File: src/rtl/ppupal_pkg.sv
// ppupal_pkg: shared constants, types and helpers for the final PPU pixel stage.
//   - ppumask ($2001) bit positions
//   - palette colour width and pixel pipeline latency
//   - stage-1 pipeline record
//   - palette address mirror helper
package ppupal_pkg;

  // Colour width of one palette RAM entry (NES colour index).
  localparam int COLW    = 6;
  // Ticks from dot sample to pix/pixvalid.
  localparam int LATENCY = 2;

  // $2001 bit positions.
  localparam int MASK_GREY    = 0;
  localparam int MASK_BGLEFT  = 1;
  localparam int MASK_SPRLEFT = 2;
  localparam int MASK_BGEN    = 3;
  localparam int MASK_SPREN   = 4;
  localparam int MASK_EMPH_LO = 5;

  // What stage 1 remembers about a sampled dot until its colour returns from RAM.
  typedef struct packed {
    logic       valid;
    logic [7:0] x;
    logic [7:0] y;
    logic       grey;
    logic [2:0] emph;
  } s1_t;

  // Entries $10/$14/$18/$1C are the same cells as $00/$04/$08/$0C.
  function automatic logic [4:0] pal_mirror(input logic [4:0] a);
    logic [4:0] m;
    if (a[1:0] == 2'b00) begin
      m = {1'b0, a[3:0]};
    end else begin
      m = a;
    end
    return m;
  endfunction

endpackage

File: src/rtl/ppupal_ram.sv
// ppupalram: 32 x 6-bit palette RAM, one synchronous read port and one write port.
// Address mirroring is the caller's job.
//   clk    in   system clock
//   re     in   read enable; rdata updates only when set
//   raddr  in   read address
//   rdata  out  registered read data (read-first w.r.t. a same-cycle write)
//   we     in   write enable
//   waddr  in   write address
//   wdata  in   write data
module ppupalram
  import ppupal_pkg::*;
(
  input  logic            clk,
  input  logic            re,
  input  logic [4:0]      raddr,
  output logic [COLW-1:0] rdata,
  input  logic            we,
  input  logic [4:0]      waddr,
  input  logic [COLW-1:0] wdata
);

  logic [COLW-1:0] mem_q [0:31];
  logic [COLW-1:0] rdata_q;

  // Storage and registered read; the read sees the pre-write contents.
  always_ff @(posedge clk) begin
    if (we) begin
      mem_q[waddr] <= wdata;
    end
    if (re) begin
      rdata_q <= mem_q[raddr];
    end
  end

  assign rdata = rdata_q;

endmodule

File: src/rtl/ppupal.sv
// ppupal: final PPU pixel stage. Merges background and sprite pixels, resolves
// priority and sprite-0 hit, looks the result up in the palette RAM and emits
// one coloured pixel per visible dot. Also services CPU $2007 palette access.
//   clk, reset           clock, synchronous active-high reset
//   tick                 dot enable; state advances only when set
//   ppux, ppuy           current dot / line
//   render               rendering enabled
//   ppumask              $2001 copy
//   bgpix, sprpix        {palette, colour} from background / sprite units
//   sprprio, sprzero     sprite behind bg / sprite is OAM sprite 0
//   upalacc, upaladdr    v points at palette space, v[4:0]
//   regwdata             CPU write data
//   wr2007, rd2007       CPU $2007 write / read
//   paldata              {2'b00, entry} for palette reads
//   spr0hit              $2002 bit 6
//   pix, pixvalid        {emphasis, colour}, one-clk strobe
//   pixx, pixy           screen position of pix
module ppupal
  import ppupal_pkg::*;
(
  input  logic       clk,
  input  logic       reset,
  input  logic       tick,
  input  logic [8:0] ppux,
  input  logic [8:0] ppuy,
  input  logic       render,
  input  logic [7:0] ppumask,
  input  logic [3:0] bgpix,
  input  logic [3:0] sprpix,
  input  logic       sprprio,
  input  logic       sprzero,
  input  logic       upalacc,
  input  logic [4:0] upaladdr,
  input  logic [7:0] regwdata,
  input  logic       wr2007,
  input  logic       rd2007,
  output logic [7:0] paldata,
  output logic       spr0hit,
  output logic [8:0] pix,
  output logic       pixvalid,
  output logic [7:0] pixx,
  output logic [7:0] pixy
);

  logic            in_win_s;
  logic [8:0]      col9_s;
  logic [7:0]      col_s;
  logic            bgo_s;
  logic            spo_s;
  logic [4:0]      prio_idx_s;
  logic [4:0]      pix_idx_s;
  logic [4:0]      cpu_addr_s;
  logic [4:0]      raddr_s;
  logic            wr_s;
  logic            rd_s;
  logic [COLW-1:0] ram_rdata_s;
  logic [COLW-1:0] col_out_s;
  logic            unused_ok;

  s1_t        s1_d, s1_q;
  logic       spr0hit_d, spr0hit_q;
  logic       pixvalid_d, pixvalid_q;
  logic       rd_pend_d, rd_pend_q;
  logic [8:0] pix_d, pix_q;
  logic [7:0] pixx_d, pixx_q;
  logic [7:0] pixy_d, pixy_q;
  logic [7:0] paldata_d, paldata_q;

  assign unused_ok = ^{regwdata[7:6], col9_s[8]};

  // Dot window, left-clip/opacity and background/sprite priority.
  always_comb begin
    in_win_s   = (ppuy < 9'd240) && (ppux >= 9'd2) && (ppux <= 9'd257);
    col9_s     = ppux - 9'd2;
    col_s      = col9_s[7:0];
    bgo_s      = (bgpix[1:0] != 2'b00) && ppumask[MASK_BGEN] &&
                 ((col_s >= 8'd8) || ppumask[MASK_BGLEFT]);
    spo_s      = (sprpix[1:0] != 2'b00) && ppumask[MASK_SPREN] &&
                 ((col_s >= 8'd8) || ppumask[MASK_SPRLEFT]);
    prio_idx_s = 5'h00;
    if (spo_s && (!sprprio || !bgo_s)) begin
      prio_idx_s = {1'b1, sprpix};
    end else if (bgo_s) begin
      prio_idx_s = {1'b0, bgpix};
    end else begin
      prio_idx_s = 5'h00;
    end
    // With rendering off the pixel shows the entry v points at (or the backdrop).
    if (render) begin
      pix_idx_s = prio_idx_s;
    end else if (upalacc) begin
      pix_idx_s = upaladdr;
    end else begin
      pix_idx_s = 5'h00;
    end
  end

  // CPU access decode and RAM read-port arbitration. A rendering dot owns the
  // port; otherwise a CPU read uses it. With render off the two addresses match.
  always_comb begin
    cpu_addr_s = pal_mirror(upaladdr);
    wr_s       = tick && wr2007 && upalacc;
    rd_s       = tick && rd2007 && upalacc && !wr2007;
    if (in_win_s && render) begin
      raddr_s = pal_mirror(pix_idx_s);
    end else if (rd_s) begin
      raddr_s = cpu_addr_s;
    end else begin
      raddr_s = pal_mirror(pix_idx_s);
    end
  end

  ppupalram u_ram (
    .clk   (clk),
    .re    (tick),
    .raddr (raddr_s),
    .rdata (ram_rdata_s),
    .we    (wr_s),
    .waddr (cpu_addr_s),
    .wdata (regwdata[5:0])
  );

  // Stage-1 record, sprite-0 hit and output stage next-state.
  always_comb begin
    s1_d       = s1_q;
    spr0hit_d  = spr0hit_q;
    pixvalid_d = 1'b0;
    pix_d      = pix_q;
    pixx_d     = pixx_q;
    pixy_d     = pixy_q;
    rd_pend_d  = rd_s;
    col_out_s  = ram_rdata_s;
    if (s1_q.grey) begin
      col_out_s = ram_rdata_s & 6'h30;
    end else begin
      col_out_s = ram_rdata_s;
    end
    if (tick) begin
      s1_d.valid = in_win_s;
      s1_d.x     = col_s;
      s1_d.y     = ppuy[7:0];
      s1_d.grey  = ppumask[MASK_GREY];
      s1_d.emph  = ppumask[7:MASK_EMPH_LO];
      if ((ppuy == 9'd261) && (ppux == 9'd1)) begin
        spr0hit_d = 1'b0;
      end else if (in_win_s && bgo_s && spo_s && sprzero && (col_s != 8'd255)) begin
        spr0hit_d = 1'b1;
      end else begin
        spr0hit_d = spr0hit_q;
      end
      if (s1_q.valid) begin
        pixvalid_d = 1'b1;
        pix_d      = {s1_q.emph, col_out_s};
        pixx_d     = s1_q.x;
        pixy_d     = s1_q.y;
      end else begin
        pixvalid_d = 1'b0;
      end
    end else begin
      pixvalid_d = 1'b0;
    end
    // Read data lands in the RAM register at the read tick; capture it one clk later.
    if (rd_pend_q) begin
      paldata_d = {2'b00, ram_rdata_s};
    end else begin
      paldata_d = paldata_q;
    end
  end

  // State registers.
  always_ff @(posedge clk) begin
    if (reset) begin
      s1_q       <= '0;
      spr0hit_q  <= 1'b0;
      pixvalid_q <= 1'b0;
      rd_pend_q  <= 1'b0;
      pix_q      <= 9'd0;
      pixx_q     <= 8'd0;
      pixy_q     <= 8'd0;
      paldata_q  <= 8'd0;
    end else begin
      s1_q       <= s1_d;
      spr0hit_q  <= spr0hit_d;
      pixvalid_q <= pixvalid_d;
      rd_pend_q  <= rd_pend_d;
      pix_q      <= pix_d;
      pixx_q     <= pixx_d;
      pixy_q     <= pixy_d;
      paldata_q  <= paldata_d;
    end
  end

  assign paldata  = paldata_q;
  assign spr0hit  = spr0hit_q;
  assign pix      = pix_q;
  assign pixvalid = pixvalid_q;
  assign pixx     = pixx_q;
  assign pixy     = pixy_q;

endmodule
File: config.mk
export PLATFORM = sky130hd
export DESIGN_NAME = ppupal
export DESIGN_NICKNAME = d
export VERILOG_FILES = /design/src/rtl/ppupal_pkg.sv /design/src/rtl/ppupal_ram.sv /design/src/rtl/ppupal.sv
export SDC_FILE = /design/constraint.sdc
export NUM_CORES = 1
export LEC_CHECK = 0
export CAP_MARGIN = 15
export CORE_UTILIZATION = 52
export CTS_CLUSTER_SIZE = 10
export DETAILED_ROUTE_END_ITERATION = 16
export PLACE_DENSITY = 0.76
export SKIP_CTS_REPAIR_TIMING = 1
export SLEW_MARGIN = 25
export SYNTH_ARGS = -nofsm -noshare
export SYNTH_HDL_FRONTEND = slang
export SYNTH_SLANG_ARGS = --single-unit
File: constraint.sdc
create_clock -name clk -period 3.8 [get_ports clk]
set_input_delay 0.95 -clock clk [delete_from_list [all_inputs] [get_ports clk]]
set_output_delay 0.95 -clock clk [all_outputs]
set_load 0.1 [all_outputs]
# Word level (Yosys, flattened, before mapping)

Memory sizes are Yosys's and may differ from the RTL's. A register that Yosys moved wholly into a read port is not among the register bits.
Index checks and enable logic that the tools add are counted.

Add/sub/neg operators: 1
Multiply operators: 0
Divide/modulo/power cells: 0
$lt $le $gt $ge: 4
Eq/ne operators: 3
Shifts and indexed selects: 0
Multiplexer cells: 14
Bitwise operators: 1
Reductions and logical operators: 32

Operators by type and width:

| operator            | count |
|---|---|
| $mux 5              | 7 |
| $logic_and 1x1->1   | 18 |
| $eq 9x1->1 const B  | 1 |
| $eq 9x9->1 const B  | 1 |
| $ge 9x2->1 const B  | 1 |
| $le 9x9->1 const B  | 1 |
| $lt 9x8->1 const B  | 1 |
| $ge 8x4->1 const B  | 1 |
| $mux 4              | 2 |
| $ne 8x8->1 const B  | 1 |
| $sub 8x2->8 const B | 1 |
| $reduce_bool 2->1   | 3 |
| $mux 1              | 5 |
| $logic_not 2->1     | 2 |
| $reduce_and 2->1    | 2 |
| $logic_not 1->1     | 3 |
| $logic_or 1x1->1    | 3 |
| $reduce_or 2->1     | 1 |
| $not 1->1           | 1 |

Register bits: 55
Bits in latches: 0
RAM bits: 192
Bits in read-only memories: 0
Output and inout bits: 35
Logic and storage cells: 68
Memories: 1

Memories:

| memory      | depth | bits a word | read ports | clocked after memory_dff | wr ports | line             | RTL |
|---|---|---|---|---|---|---|---|
| u_ram.mem_q | 32    | 6           | 1          | 1                        | 1        | ppupal_ram.sv:22 | `logic [COLW-1:0] mem_q [0:31];` |

# Logic depth before layout (Yosys ltp)

Depth in word-level cells: 13
Mapped depth: 17
Depth with buffers taken out: 13

# Cells and area by module

From an unflattened synthesis, not the netlist that was laid out.

Cell total of the unflattened synthesis: 618
Area, all modules: 10174.8 µm²

Modules (own cells, without submodules):

| module    | instances | cells each | area each (µm²) | seq. area each (µm²) |
|---|---|---|---|---|
| ppupalram | 1         | 323        | 7649.8          | 5945.7 |
| ppupal    | 1         | 295        | 2524.9          | 1101.1 |

# Worst setup path before layout

No wires, ideal clock.

Kind: in2reg
Start: input port ppux[1]
End: register u_ram.rdata_q[3] (netlist: u_ram.rdata[3]), read port of u_ram.mem_q, data pin
Arrival: 3.863 ns
Setup slack: -0.232 ns
Stages on the path: 17
Cell sequence: buf_2 -> inv_1 -> ha_1 -> or3b_1 -> buf_2 -> nor4b_4 -> o311ai_2 -> o211a_4 -> nor4b_4 -> o21a_1 -> buf_6 -> buf_6 -> nand2_1 -> and3_1 -> a31oi_1 -> o22ai_1 -> nor4_2

Word-level cells in the longest chain between the ends: 13
Elaborated cells between the ends (all ways): 21
Those cells by class: add/sub: 1; order compare: 3; mux: 6; reduce/logical: 11

Ends and longest elaborated chain:

| item              | line                       | RTL |
|---|---|---|
| start, declared   | ppupal.sv:24               | `input logic [8:0] ppux,` |
| $sub 8x2->8 (*)   | ppupal.sv:74               | `col9_s = ppux - 9'd2;` |
| net col9_s[1]     | ppupal.sv:46               | `logic [8:0] col9_s;` |
| $ge 8x4->1 (*)    | ppupal.sv:77, ppupal.sv:79 |  |
| $logic_or 1x1->1  | ppupal.sv:77               | `((col_s >= 8'd8) \|\| ppumask[MASK_BGLEFT]);` |
| $logic_and 1x1->1 | ppupal.sv:76               | `bgo_s = (bgpix[1:0] != 2'b00) && ppumask[MASK_BGEN] &&` |
| $logic_not 1->1   | ppupal.sv:81               | `if (spo_s && (!sprprio \|\| !bgo_s)) begin` |
| $logic_or 1x1->1  | ppupal.sv:81               |  |
| $logic_and 1x1->1 | ppupal.sv:81               |  |
| $mux 5 (*)        | ppupal.sv:81               |  |
| $mux 5 (*)        | ppupal.sv:89               | `if (render) begin` |
| $logic_not 2->1   | ppupal_pkg.sv:33           | `if (a[1:0] == 2'b00) begin` |
| $mux 5 (*)        | ppupal_pkg.sv:33           |  |
| $mux 5            | ppupal.sv:106              | `end else if (rd_s) begin` |
| $mux 5 (*)        | ppupal.sv:104              | `if (in_win_s && render) begin` |
| end, declared     | ppupal_ram.sv:23           | `logic [COLW-1:0] rdata_q;` |

The timed path passes the listed nets; every way through them passes the cells marked *.
A chain may end at the register's enable or synchronous reset.

# Worst setup path after layout

Start: input port ppux[1]
End: register u_ram.rdata_q[5] (netlist: u_ram.rdata[5]), read port of u_ram.mem_q, data pin

Same word-level chain as after synthesis.

==> results.yml <==
finish:
  design_area_mm2: 0.01354
  multi_input_area_mm2: 0.003611
  utilization: 0.7122
  drive_above_1_share: 0.2073
  nets: 1109
  n_antenna_cell: 0
  n_fill_cell: 1312
  layout.area.seq_mm2: 0.006746
  syn2layout_area_growth_pct: 32.22
setup_path:
  slowest_delay_ns: 0.39
  cp.arrival_ns: 4.04
  regToRegSetupSlack_ns: 2.34
  path_max_fanout: 6
  crit_buf_inv: 7
  timing.rr.end: "pixx[4]"
  crit_start: "ppux[1]"
  criticalPathCategory: "in2reg"
  crit_path_start_kind: "input pin"
  r2r_cells: 4
  crit_top_cell: "buf_4"
  cp_cell_sequence: "buf_8 -> inv_6 -> ha_4 -> or3b_4 -> nor4b_4 -> o311ai_4 -> nor2_2 -> buf_4 -> nor3_4 -> buf_4 -> o311a_4 -> nor2_4 -> buf_12 -> clkbuf_4 -> buf_4 -> a31oi_2 -> o22ai_1 -> nor4_2"
  slowest_stage: "or3b_4"
  required_ns: 4.07
  worstReg2RegStart: "s1_q[20]"
  crit_family: "simple AND/OR/NAND/NOR gates"
  cp-end-kind: "flop"
sta:
  tns_ns: 0
  rsz0062_at_grt: "true"
  worst_hold_slack_ns: 0.4486
  skew_ns: 0.007078
  fin_crit_sh: 0.9932
  worst_pin_slew_ns: 1.037
  fmax_mhz: 264.9
  setup_violations: 0
  slew_headroom: 0.3068
  min_period_ns: 3.774
  slew_violations: 0
  finalHoldViolations: 0
synth:
  synth_area_mm2: 0.01024
  syn_area_per_cell_um2: 11.98
  ys_seq_area_frac: 0.6586
  synthArstFlopShare: 0
  ys_warn_count: 0
  synth_edf_count: 188
  synth_cell_type_count: 63
  synth_cells: 855
  synth-main-ff-cell: "edfxtp_1"
  synth-seq-cells: 243
global_route:
  met3_usage: 0.03769
  grt_overflow_total: 0
  grt_pass1_wl_um: 37620
  grt.total_usage: 0.2444
  busiest_layer: "met2"
  grt_util_met2: 0.4092
  grt_pass1_vias: 7051
  antenna_found_initial: 0
  grt_max_degree: 56
  use_met1: 0.3221
drt:
  wirelength_um: 26660
  ant_nets: 0
  vias_per_cell: 5.806
  vias: 7728
  drtIter0Drc: 695
  wire_per_inst_um: 20.03
  drt_pass1_iterations: 9
  drc: 0
pwr:
  powerDensity_mw_per_mm2: 456.6
  leakage_uw: 0.004965
  vdd.ir_drop.worst_mv: 0.4095
cts:
  cts_tree: "done"
  clockBufferDepth: 3
  clk_pin_slew_ns: 0.05
  clkLatencyLatePin_ns: 0.53
  root_buffer: "clkbuf_16"
  cts.sinks: 243
  htreeDepth: 1
  numCtsBuffers: 28
die:
  die_w_um: 142.4
  rows: 50
  coreArea_mm2: 0.01902
  ios: 91
  start_util: 0.5386
  die-area_mm2: 0.02026
  die_h_um: 142.4
outcome:
  status: "completed"
placed_design:
  placed_area_mm2: 0.01200
  place.gp.congestion: 0.9194
  port_buffers: 86
  dp_hpwl_um: 15910
hold_path:
  hold_depth: 2
  whs_endpoint: "pix[6]"
  hold_start: "s1_q[0]"
  hold_class: "reg2reg"
run:
  drv_cap: 0
==> final cells by class <==
| class | count | share of cell area |
|---|---|---|
| well taps | 260 | 0.02402 |
| repair buffers | 202 | 0.1491 |
| clock buffers | 49 | 0.05986 |
| flip-flops and latches | 243 | 0.4981 |
| inverters | 5 | 0.001940 |
| multi-input cells | 571 | 0.2666 |
| clock inverters | 1 | 0.0003695 |
==> state kept, by name, summed over array words and instances, names as in the netlist <==
signal,cells
rd_pend_q,1
pix,9
u_ram.mem_q,182
pixvalid,1
paldata,6
u_ram.rdata,6
spr0hit,1
pixy,8
s1_q,21
pixx,8
==> stage by stage <==
step | std cells | total power, µW | setup WS (ns)
after floorplan | 870 | 3382 | -0.2031
after global placement | 1250 | 3657 | -0.9437
after detailed placement | 1250 | 3670 | -0.9913
after CTS | 1300 | 6037 | -0.4647
after global routing | 1331 | 6358 | -0.08234
final | 1331 | 6184 | 0.02567
==> cells in the mapped netlist, types with 4 or more instances <==
| library cell | n | share of area |
|---|---|---|
| and2_1 | 4 | 0.0024 |
| buf_2 | 16 | 0.0078 |
| clkbuf_1 | 21 | 0.0077 |
| nand3b_1 | 7 | 0.0051 |
| a211oi_1 | 7 | 0.0051 |
| a21oi_1 | 42 | 0.021 |
| mux2i_1 | 61 | 0.060 |
| and3_1 | 30 | 0.018 |
| o22ai_1 | 20 | 0.012 |
| dfxtp_1 | 55 | 0.11 |
| edfxtp_1 | 188 | 0.55 |
| inv_1 | 5 | 0.0018 |
| nor4_2 | 5 | 0.0061 |
| a31oi_1 | 26 | 0.016 |
| nand2_1 | 187 | 0.069 |
| buf_4 | 9 | 0.0066 |
| o21ai_0 | 10 | 0.0049 |
| nand3_1 | 13 | 0.0064 |
| a311oi_1 | 4 | 0.0034 |
| nor2_1 | 73 | 0.027 |
==> worst register-to-register path, delay by kind of cell, from the launching register on <==
kind / cells / cell delay, ns
compound gates: 1 / 0.13
buf+inv: 1 / 0.29
flops: 1 / 0.35
simple gates: 2 / 0.61
==> how the worst max path moves through the flow <==
stage	end	slack [ns]	cells after the start
after floorplan	u_ram.rdata[3]	-0.20	16
after global placement	u_ram.rdata[2]	-0.94	14
after detailed placement	u_ram.rdata[5]	-0.99	15
after CTS	u_ram.rdata[5]	-0.46	15
after global routing	u_ram.rdata[3]	-0.08	18
final	u_ram.rdata[5]	0.03	18
==> layer usage <==
metal  vias up  wire length [µm]
met5         -                 0
met4         0               970
met3        79              2155
met2       407             13160
met1      3736             10380
li1       3506                 -
==> cells in the final DEF (no fill, tap or decap), types with 4 or more instances in the layout <==
cell type,Yosys,routed
a211oi_1,7,7
a21oi_1,42,38
a21oi_2,0,4
a311oi_1,4,4
a31oi_1,26,13
a31oi_2,0,11
and3_1,30,28
buf_12,0,10
buf_4,9,87
buf_6,3,10
buf_8,0,4
clkbuf_1,21,19
clkbuf_16,0,35
clkdlybuf4s50_1,0,77
conb_1,1,16
dfxtp_1,55,55
dlymetal6s2s_1,0,4
edfxtp_1,188,188
mux2i_1,61,59
nand2_1,187,184
nand2_2,1,4
nand3_1,13,13
nand3b_1,7,7
nor2_1,73,70
nor4_2,5,5
o21ai_0,10,8
o22ai_1,20,11
o22ai_2,0,9
==> report_power, final <==
group	switching, µW	total [µW]	leakage [µW]	internal (µW)
Clock	968	2390	0.000391	1430
Combinational	469	853	0.00242	384
Sequential	22.8	2940	0.00215	2920
==> logic make-up after synthesis <==
kind of cell	count (synthesis)	share of synthesized area
buf+inv	56	0.02797
xor+xnor	2	0.001710
compound gates	140	0.09014
other cells	1	0.0003661
fa+ha+maj	2	0.002443
mux	61	0.05961
flops	243	0.6586
simple gates	350	0.1592
Note: power is estimated with default switching activity, not from simulation.
